--- src/rtl/eth_ram_wr_if.sv ---
// Payload-in / RAM-write-out bundle for the Ethernet line RAM write sequencer.
// The slave modport is the sequencer side; the master drives the byte stream.
interface eth_ram_wr_if #(
  parameter int ADDR_W = 13,
  parameter int SLOT_W = 3
);
  logic                   rec_en;
  logic [7:0]             rec_data;
  logic                   rec_pkt_done;
  logic [ADDR_W-1:0]      des_addr;
  logic [15:0]            des_data;
  logic                   eth_wr_ram_en;
  logic                   line_done;
  logic [15:0]            line_row;
  logic [ADDR_W-SLOT_W:0] line_words;
  logic                   pkt_err;

  modport master (
    output rec_en, rec_data, rec_pkt_done,
    input  des_addr, des_data, eth_wr_ram_en, line_done, line_row, line_words, pkt_err
  );
  modport slave (
    input  rec_en, rec_data, rec_pkt_done,
    output des_addr, des_data, eth_wr_ram_en, line_done, line_row, line_words, pkt_err
  );
endinterface

--- src/rtl/eth_ram_wr_ctrl.sv ---
// Packs the UDP payload byte stream big-endian into 16-bit pixels and writes each
// line into a ring slot of the line RAM. Macro ETH_RAM_ROW_HDR_EN: row from a 2-byte header.
module eth_ram_wr_ctrl #(
  parameter int ADDR_W = 13,
  parameter int SLOT_W = 3
) (
  input  logic         clk_ref,
  input  logic         rst,
  eth_ram_wr_if.slave  bus
);
  localparam int WA_W  = ADDR_W - SLOT_W;
  localparam int WC_W  = WA_W + 1;
  localparam int WORDS = 1 << WA_W;

  typedef enum logic [1:0] {IDLE, HDR_HI, HDR_LO, DATA} state_t;

  state_t            state, state_n;
  logic [7:0]        hi_q, hi_n;
  logic              pend_q, pend_n;
  logic              err_q, err_n;
  logic [SLOT_W-1:0] slot_q, slot_n;
  logic [WC_W-1:0]   wc_q, wc_n;
  logic [15:0]       row_q, row_n;

  logic              wr_n, done_n, lerr_n;
  logic [ADDR_W-1:0] addr_n;
  logic [15:0]       data_n, lrow_n;
  logic [WC_W-1:0]   lwords_n;
  logic              act, close;
`ifndef ETH_RAM_ROW_HDR_EN
  logic [15:0]       line_cnt, cnt_n;
`endif

  always_comb begin
    state_n  = state;
    hi_n     = hi_q;
    pend_n   = pend_q;
    err_n    = err_q;
    slot_n   = slot_q;
    wc_n     = wc_q;
    row_n    = row_q;
    wr_n     = 1'b0;
    addr_n   = bus.des_addr;
    data_n   = bus.des_data;
    done_n   = 1'b0;
    lrow_n   = bus.line_row;
    lwords_n = bus.line_words;
    lerr_n   = bus.pkt_err;
    act      = 1'b0;
    close    = 1'b0;
`ifndef ETH_RAM_ROW_HDR_EN
    cnt_n    = line_cnt;
`endif

    case (state)
      IDLE, HDR_HI: begin
`ifdef ETH_RAM_ROW_HDR_EN
        if (bus.rec_en) begin
          hi_n    = bus.rec_data;
          state_n = HDR_LO;
          if (bus.rec_pkt_done) begin
            // packet ended after the first header byte
            done_n   = 1'b1;
            lrow_n   = '0;
            lwords_n = '0;
            lerr_n   = 1'b1;
            state_n  = IDLE;
          end
        end
`else
        if (bus.rec_en) begin
          row_n   = line_cnt;
          slot_n  = line_cnt[SLOT_W-1:0];
          wc_n    = '0;
          pend_n  = 1'b0;
          err_n   = 1'b0;
          state_n = DATA;
          act     = 1'b1;
          close   = bus.rec_pkt_done;
        end
`endif
      end
`ifdef ETH_RAM_ROW_HDR_EN
      HDR_LO: begin
        if (bus.rec_en) begin
          row_n   = {hi_q, bus.rec_data};
          slot_n  = bus.rec_data[SLOT_W-1:0];
          wc_n    = '0;
          pend_n  = 1'b0;
          err_n   = 1'b0;
          state_n = DATA;
          close   = bus.rec_pkt_done;
        end else if (bus.rec_pkt_done) begin
          done_n   = 1'b1;
          lrow_n   = '0;
          lwords_n = '0;
          lerr_n   = 1'b1;
          state_n  = IDLE;
        end
      end
`endif
      DATA: begin
        act   = bus.rec_en;
        close = bus.rec_pkt_done;
      end
      default: state_n = IDLE;
    endcase

    // byte is consumed before the packet closes; a full slot drops it
    if (act) begin
      if (wc_n == WC_W'(WORDS)) begin
        err_n = 1'b1;
      end else if (!pend_n) begin
        hi_n   = bus.rec_data;
        pend_n = 1'b1;
      end else begin
        wr_n   = 1'b1;
        addr_n = {slot_n, wc_n[WA_W-1:0]};
        data_n = {hi_n, bus.rec_data};
        wc_n   = wc_n + WC_W'(1);
        pend_n = 1'b0;
      end
    end

    if (close) begin
      if (pend_n) begin
        wr_n   = 1'b1;
        addr_n = {slot_n, wc_n[WA_W-1:0]};
        data_n = {hi_n, 8'h00};
        wc_n   = wc_n + WC_W'(1);
        pend_n = 1'b0;
      end
      done_n   = 1'b1;
      lrow_n   = row_n;
      lwords_n = wc_n;
      lerr_n   = err_n;
      state_n  = IDLE;
`ifndef ETH_RAM_ROW_HDR_EN
      cnt_n    = line_cnt + 16'd1;
`endif
    end
  end

  always_ff @(posedge clk_ref or posedge rst) begin
    if (rst) begin
      state             <= IDLE;
      hi_q              <= '0;
      pend_q            <= 1'b0;
      err_q             <= 1'b0;
      slot_q            <= '0;
      wc_q              <= '0;
      row_q             <= '0;
      bus.des_addr      <= '0;
      bus.des_data      <= '0;
      bus.eth_wr_ram_en <= 1'b0;
      bus.line_done     <= 1'b0;
      bus.line_row      <= '0;
      bus.line_words    <= '0;
      bus.pkt_err       <= 1'b0;
`ifndef ETH_RAM_ROW_HDR_EN
      line_cnt          <= '0;
`endif
    end else begin
      state             <= state_n;
      hi_q              <= hi_n;
      pend_q            <= pend_n;
      err_q             <= err_n;
      slot_q            <= slot_n;
      wc_q              <= wc_n;
      row_q             <= row_n;
      bus.des_addr      <= addr_n;
      bus.des_data      <= data_n;
      bus.eth_wr_ram_en <= wr_n;
      bus.line_done     <= done_n;
      bus.line_row      <= lrow_n;
      bus.line_words    <= lwords_n;
      bus.pkt_err       <= lerr_n;
`ifndef ETH_RAM_ROW_HDR_EN
      line_cnt          <= cnt_n;
`endif
    end
  end
endmodule
--- src/flat_wrapper.sv ---
// flat-port wrapper written by rule: the top's interface ports become plain ports
module eth_ram_wr_ctrl_flat 
#(
  parameter int ADDR_W = 13,
  parameter int SLOT_W = 3
)
  (clk_ref, rst, bus_rec_en, bus_rec_data, bus_rec_pkt_done, bus_des_addr, bus_des_data, bus_eth_wr_ram_en, bus_line_done, bus_line_row, bus_line_words, bus_pkt_err);
  eth_ram_wr_if #(.ADDR_W(ADDR_W), .SLOT_W(SLOT_W)) bus_i ();
  input  logic clk_ref;
  input  logic rst;
  input wire logic [$bits(bus_i.rec_en)-1:0] bus_rec_en;
  input wire logic [$bits(bus_i.rec_data)-1:0] bus_rec_data;
  input wire logic [$bits(bus_i.rec_pkt_done)-1:0] bus_rec_pkt_done;
  output wire logic [$bits(bus_i.des_addr)-1:0] bus_des_addr;
  output wire logic [$bits(bus_i.des_data)-1:0] bus_des_data;
  output wire logic [$bits(bus_i.eth_wr_ram_en)-1:0] bus_eth_wr_ram_en;
  output wire logic [$bits(bus_i.line_done)-1:0] bus_line_done;
  output wire logic [$bits(bus_i.line_row)-1:0] bus_line_row;
  output wire logic [$bits(bus_i.line_words)-1:0] bus_line_words;
  output wire logic [$bits(bus_i.pkt_err)-1:0] bus_pkt_err;
  assign bus_i.rec_en = bus_rec_en;
  assign bus_i.rec_data = bus_rec_data;
  assign bus_i.rec_pkt_done = bus_rec_pkt_done;
  assign bus_des_addr = bus_i.des_addr;
  assign bus_des_data = bus_i.des_data;
  assign bus_eth_wr_ram_en = bus_i.eth_wr_ram_en;
  assign bus_line_done = bus_i.line_done;
  assign bus_line_row = bus_i.line_row;
  assign bus_line_words = bus_i.line_words;
  assign bus_pkt_err = bus_i.pkt_err;
  eth_ram_wr_ctrl #(.ADDR_W(ADDR_W), .SLOT_W(SLOT_W)) u_core (.clk_ref(clk_ref), .rst(rst), .bus(bus_i));
endmodule
--- config.mk ---
export PLATFORM = sky130hd
export DESIGN_NAME = eth_ram_wr_ctrl_flat
export DESIGN_NICKNAME = d
export VERILOG_FILES = /design/src/rtl/eth_ram_wr_if.sv /design/src/rtl/eth_ram_wr_ctrl.sv /design/src/flat_wrapper.sv
export SDC_FILE = /design/constraint.sdc
export NUM_CORES = 1
export LEC_CHECK = 0
export ABC_AREA = 0
export CAP_MARGIN = 15
export CORE_MARGIN = 2
export CORE_UTILIZATION = 59
export CTS_BUF_LIST = sky130_fd_sc_hd__clkbuf_4 sky130_fd_sc_hd__clkbuf_8 sky130_fd_sc_hd__clkbuf_16
export DETAILED_ROUTE_END_ITERATION = 10
export PLACE_DENSITY = 0.85
export SYNTH_ARGS = -nofsm -noshare
export SYNTH_HDL_FRONTEND = slang
export SYNTH_SLANG_ARGS = --single-unit
--- constraint.sdc ---
create_clock -name clk_ref -period 7.8 [get_ports clk_ref]
set_input_delay 1.17 -clock clk_ref [delete_from_list [all_inputs] [get_ports clk_ref]]
set_output_delay 1.17 -clock clk_ref [all_outputs]
set_load 0.1 [all_outputs]
==> results.toml <==
[outcome]
status = "finished clean"

[worst_setup_path]
start_kind = "primary input"
r2r_start = "u_core.state[0]"
critPathArrivalTime_ns = 5.88
cp.required_ns = 8.24
cp-end-kind = "flop"
crit_start = "bus_rec_en"
critPathMaxFanout = 36
critPathKind = "in2reg"

[logic_synthesis]
async_flop_share_pct = 100
netlist_area_um2 = 5280
synthAdderAreaFrac_pct = 1.18
avgSynthCellArea_um2 = 9.76
ys.flop_type = "dfrtp_1"
synth_fp_nets = 558
synthesis.yosys.warnings = 0
ys_ff_latch = 116
muxShareOfSynthArea_pct = 2.72
synth_cell_types = 55
synth_simple_gate_area_share_pct = 19.5
synthCells = 541
synth_top_family_by_area = "simple AND/OR/NAND/NOR gates"
synth_compound_area_share_pct = 11.9
synthXorXnorAreaFrac_pct = 5.80
synth_enable_flop_cells = 0
ys_seq_area_share_pct = 55.0

[grt]
antenna_found_initial = 0
grt_pass1_vias = 4451
gr-total-overflow = 0
grt_usage_pct = 28.2
grt_pass1_wl_um = 21600
grt_max_degree = 66

[cts]
ctsHoldBuffers = 0
cts_tree = "built"
h-tree-depth = 4
clockBufferDepth = 2
cts.clk_slew.worst_paths_ns = 0.06
cts_setup_buffers = 0
post_cts_resized = 0
clock_latency_ns = 0.51
cts.sinks = 116
cts_inserted_buffers = 17
clockRootBuffer = "clkbuf_8"

[power_and_ir_drop]
p_clk_share_pct = 33.4
p_sw_mw = 0.962
combPwrFrac_pct = 33.8
max-vdd-ir-drop_uv = 196
p_total_mw = 2.39
power.density_nw_per_um2 = 360
p_sw_share_pct = 40.2
p_int_mw = 1.43
cellLeakagePower_nw = 2.94
p_seq_share_pct = 32.8

[finish]
nets = 624
num-fill-cells = 559
drive_above_1_share_pct = 9.55
area_delta_synth_final_pct = 25.7
seq_area_um2 = 2900
diodes = 0
multi_input_area_um2 = 2180

[hold_path]
min_path_type = "reg2reg"
holdCritStartpoint = "u_core.row_q[11]"

[route]
drcViolationCount = 0
drtIter0Drc = 278
final_antenna_net_count = 0
drt-pass1-iter-count = 5
via_per_inst = 5.99
vias = 4347
wirelength_um = 13000
routedWlPerCell_um = 18.0

[floorplan]
fp.coreArea_um2 = 8720
placementRows = 34
start_util_pct = 60.6
die_y_um = 98.6
die_w_um = 98.6
dieArea_um2 = 9720
pin_count = 71

[sta]
period_share_pct = 69.8
timing.fmax_mhz = 184
worstMarginPinSlew_ns = 1.01
hold_viol = 0
maxSlewViolCount = 0
setup_violations = 0
tns_ns = 0
rsz0062_at_grt = "no"
relSlewSlack_pct = 32.7
min_period_ns = 5.44
final.setup_skew_ns = 0.0112

[placed_design]
gp_congestion = 0.911
hpwl_um = 8280
port_buffers = 70

[job]
max_cap_viol_count = 0
[final timing paths]
kind | cells past startpoint | slack (ns) | to
worst min-delay path | 2 | 0.47 | u_core.row_q[11]
worst max-delay path | 15 | 2.36 | u_core.bus.line_words[10]
min in group asynchronous | 2 | 1.11 | u_core.bus.line_row[1]
worst min register to register | 2 | 0.47 | u_core.row_q[11]
worst max register to register | 14 | 3.21 | u_core.bus.line_words[10]
max in group asynchronous | 3 | 5.44 | u_core.bus.des_addr[3]
[flip-flops by register name, indices dropped and copies added (netlist names), 3 cells and up]
register / count
u_core.bus.des_data: 16
u_core.bus.line_row: 16
u_core.line_cnt: 16
u_core.row_q: 16
u_core.bus.des_addr: 13
u_core.bus.line_words: 11
u_core.wc_q: 11
u_core.hi_q: 8
u_core.slot_q: 3
[Yosys cell counts (11+ instances only)]
library cell  instances  area (um2)
xnor2_1              24         210
a21oi_1              28         140
xor2_1               11        96.3
nand2_1             117         439
a31oi_1              23         144
clkbuf_1             21        78.8
nand3_1              20         100
inv_1                19        71.3
dfrtp_1             116        2900
o21ai_0              13        65.1
mux2_2               11         124
nor2_1               40         150
[area by class of cell]
class,instances,share of cell area (%)
inverters,20,1.17
repair buffers,75,11.1
multi-input cells,377,32.8
clock inverters,9,2.32
clock buffers,21,6.79
flip-flops and latches,116,43.7
well taps,108,2.04
[power groups by stage]
stage                     clock [mW]  combinational, mW  sequential (mW)
final                          0.799              0.810            0.784
after detailed placement           0              0.802            0.791
after CTS                      0.804              0.809            0.783
after global routing           0.831              0.843            0.797
after floorplan                    0              0.183             1.21
after global placement             0              0.787            0.786
[routing by layer]
layer / vias up / global-route usage (%) / routed length [um]
li1: 1991 / - / -
met1: 2147 / 35.3 / 5180
met2: 179 / 46.8 / 6650
met3: 30 / 7.09 / 909
met4: 0 / 12.3 / 308
met5: - / 0 / 0
[stage by stage]
step	cells	setup slack, ns	area (um2)	utilization, %	hold WS, ns
after global placement	696	2.11	6030	69.2	0.452
after global routing	726	1.91	6640	76.1	0.494
after detailed placement	696	1.93	6030	69.2	0.457
after CTS	726	2.44	6640	76.1	0.471
final	726	2.36	6640	76.1	0.469
after floorplan	541	3.25	5280	-	0.439
[cell usage in the layout (no fill, tap or decap), types with 4 or more instances in the layout]
cell               n
nand2_1          117
dfrtp_1          116
clkdlybuf4s50_1   70
nor2_1            40
a21oi_1           28
xnor2_1           24
a31oi_1           23
nand3_1           20
inv_1             18
clkbuf_16         16
o21ai_0           13
xor2_1            11
mux2_2            11
nand4_1           10
o22ai_1            9
and2_1             5
ha_1               5
buf_4              5
nand2b_1           4
nor4_1             4
nor3_1             4
bufinv_16          4
[critical path, stage by stage]
cell	delay, ns
clkdlybuf4s50_1	0.78
nand2b_1	0.11
buf_4	0.28
and2_1	0.24
inv_1	0.08
ha_1	0.14
nor4b_1	0.30
nand4_2	0.32
and2_1	0.43
xnor2_1	0.38
ha_1	0.25
nand2b_1	0.13
or4b_4	0.57
or4_1	0.52
a31oi_1	0.16
[logic make-up after synthesis]
| logic type | after synthesis |
|---|---|
| flip-flops | 116 |
| buffers and inverters | 48 |
| multiplexers | 13 |
| AO/OA/AOI/OAI | 100 |
| adder cells (fa/ha/maj) | 5 |
| XOR/XNOR | 35 |
| AND/OR/NAND/NOR | 224 |
Power figures use the tool's default switching activity.
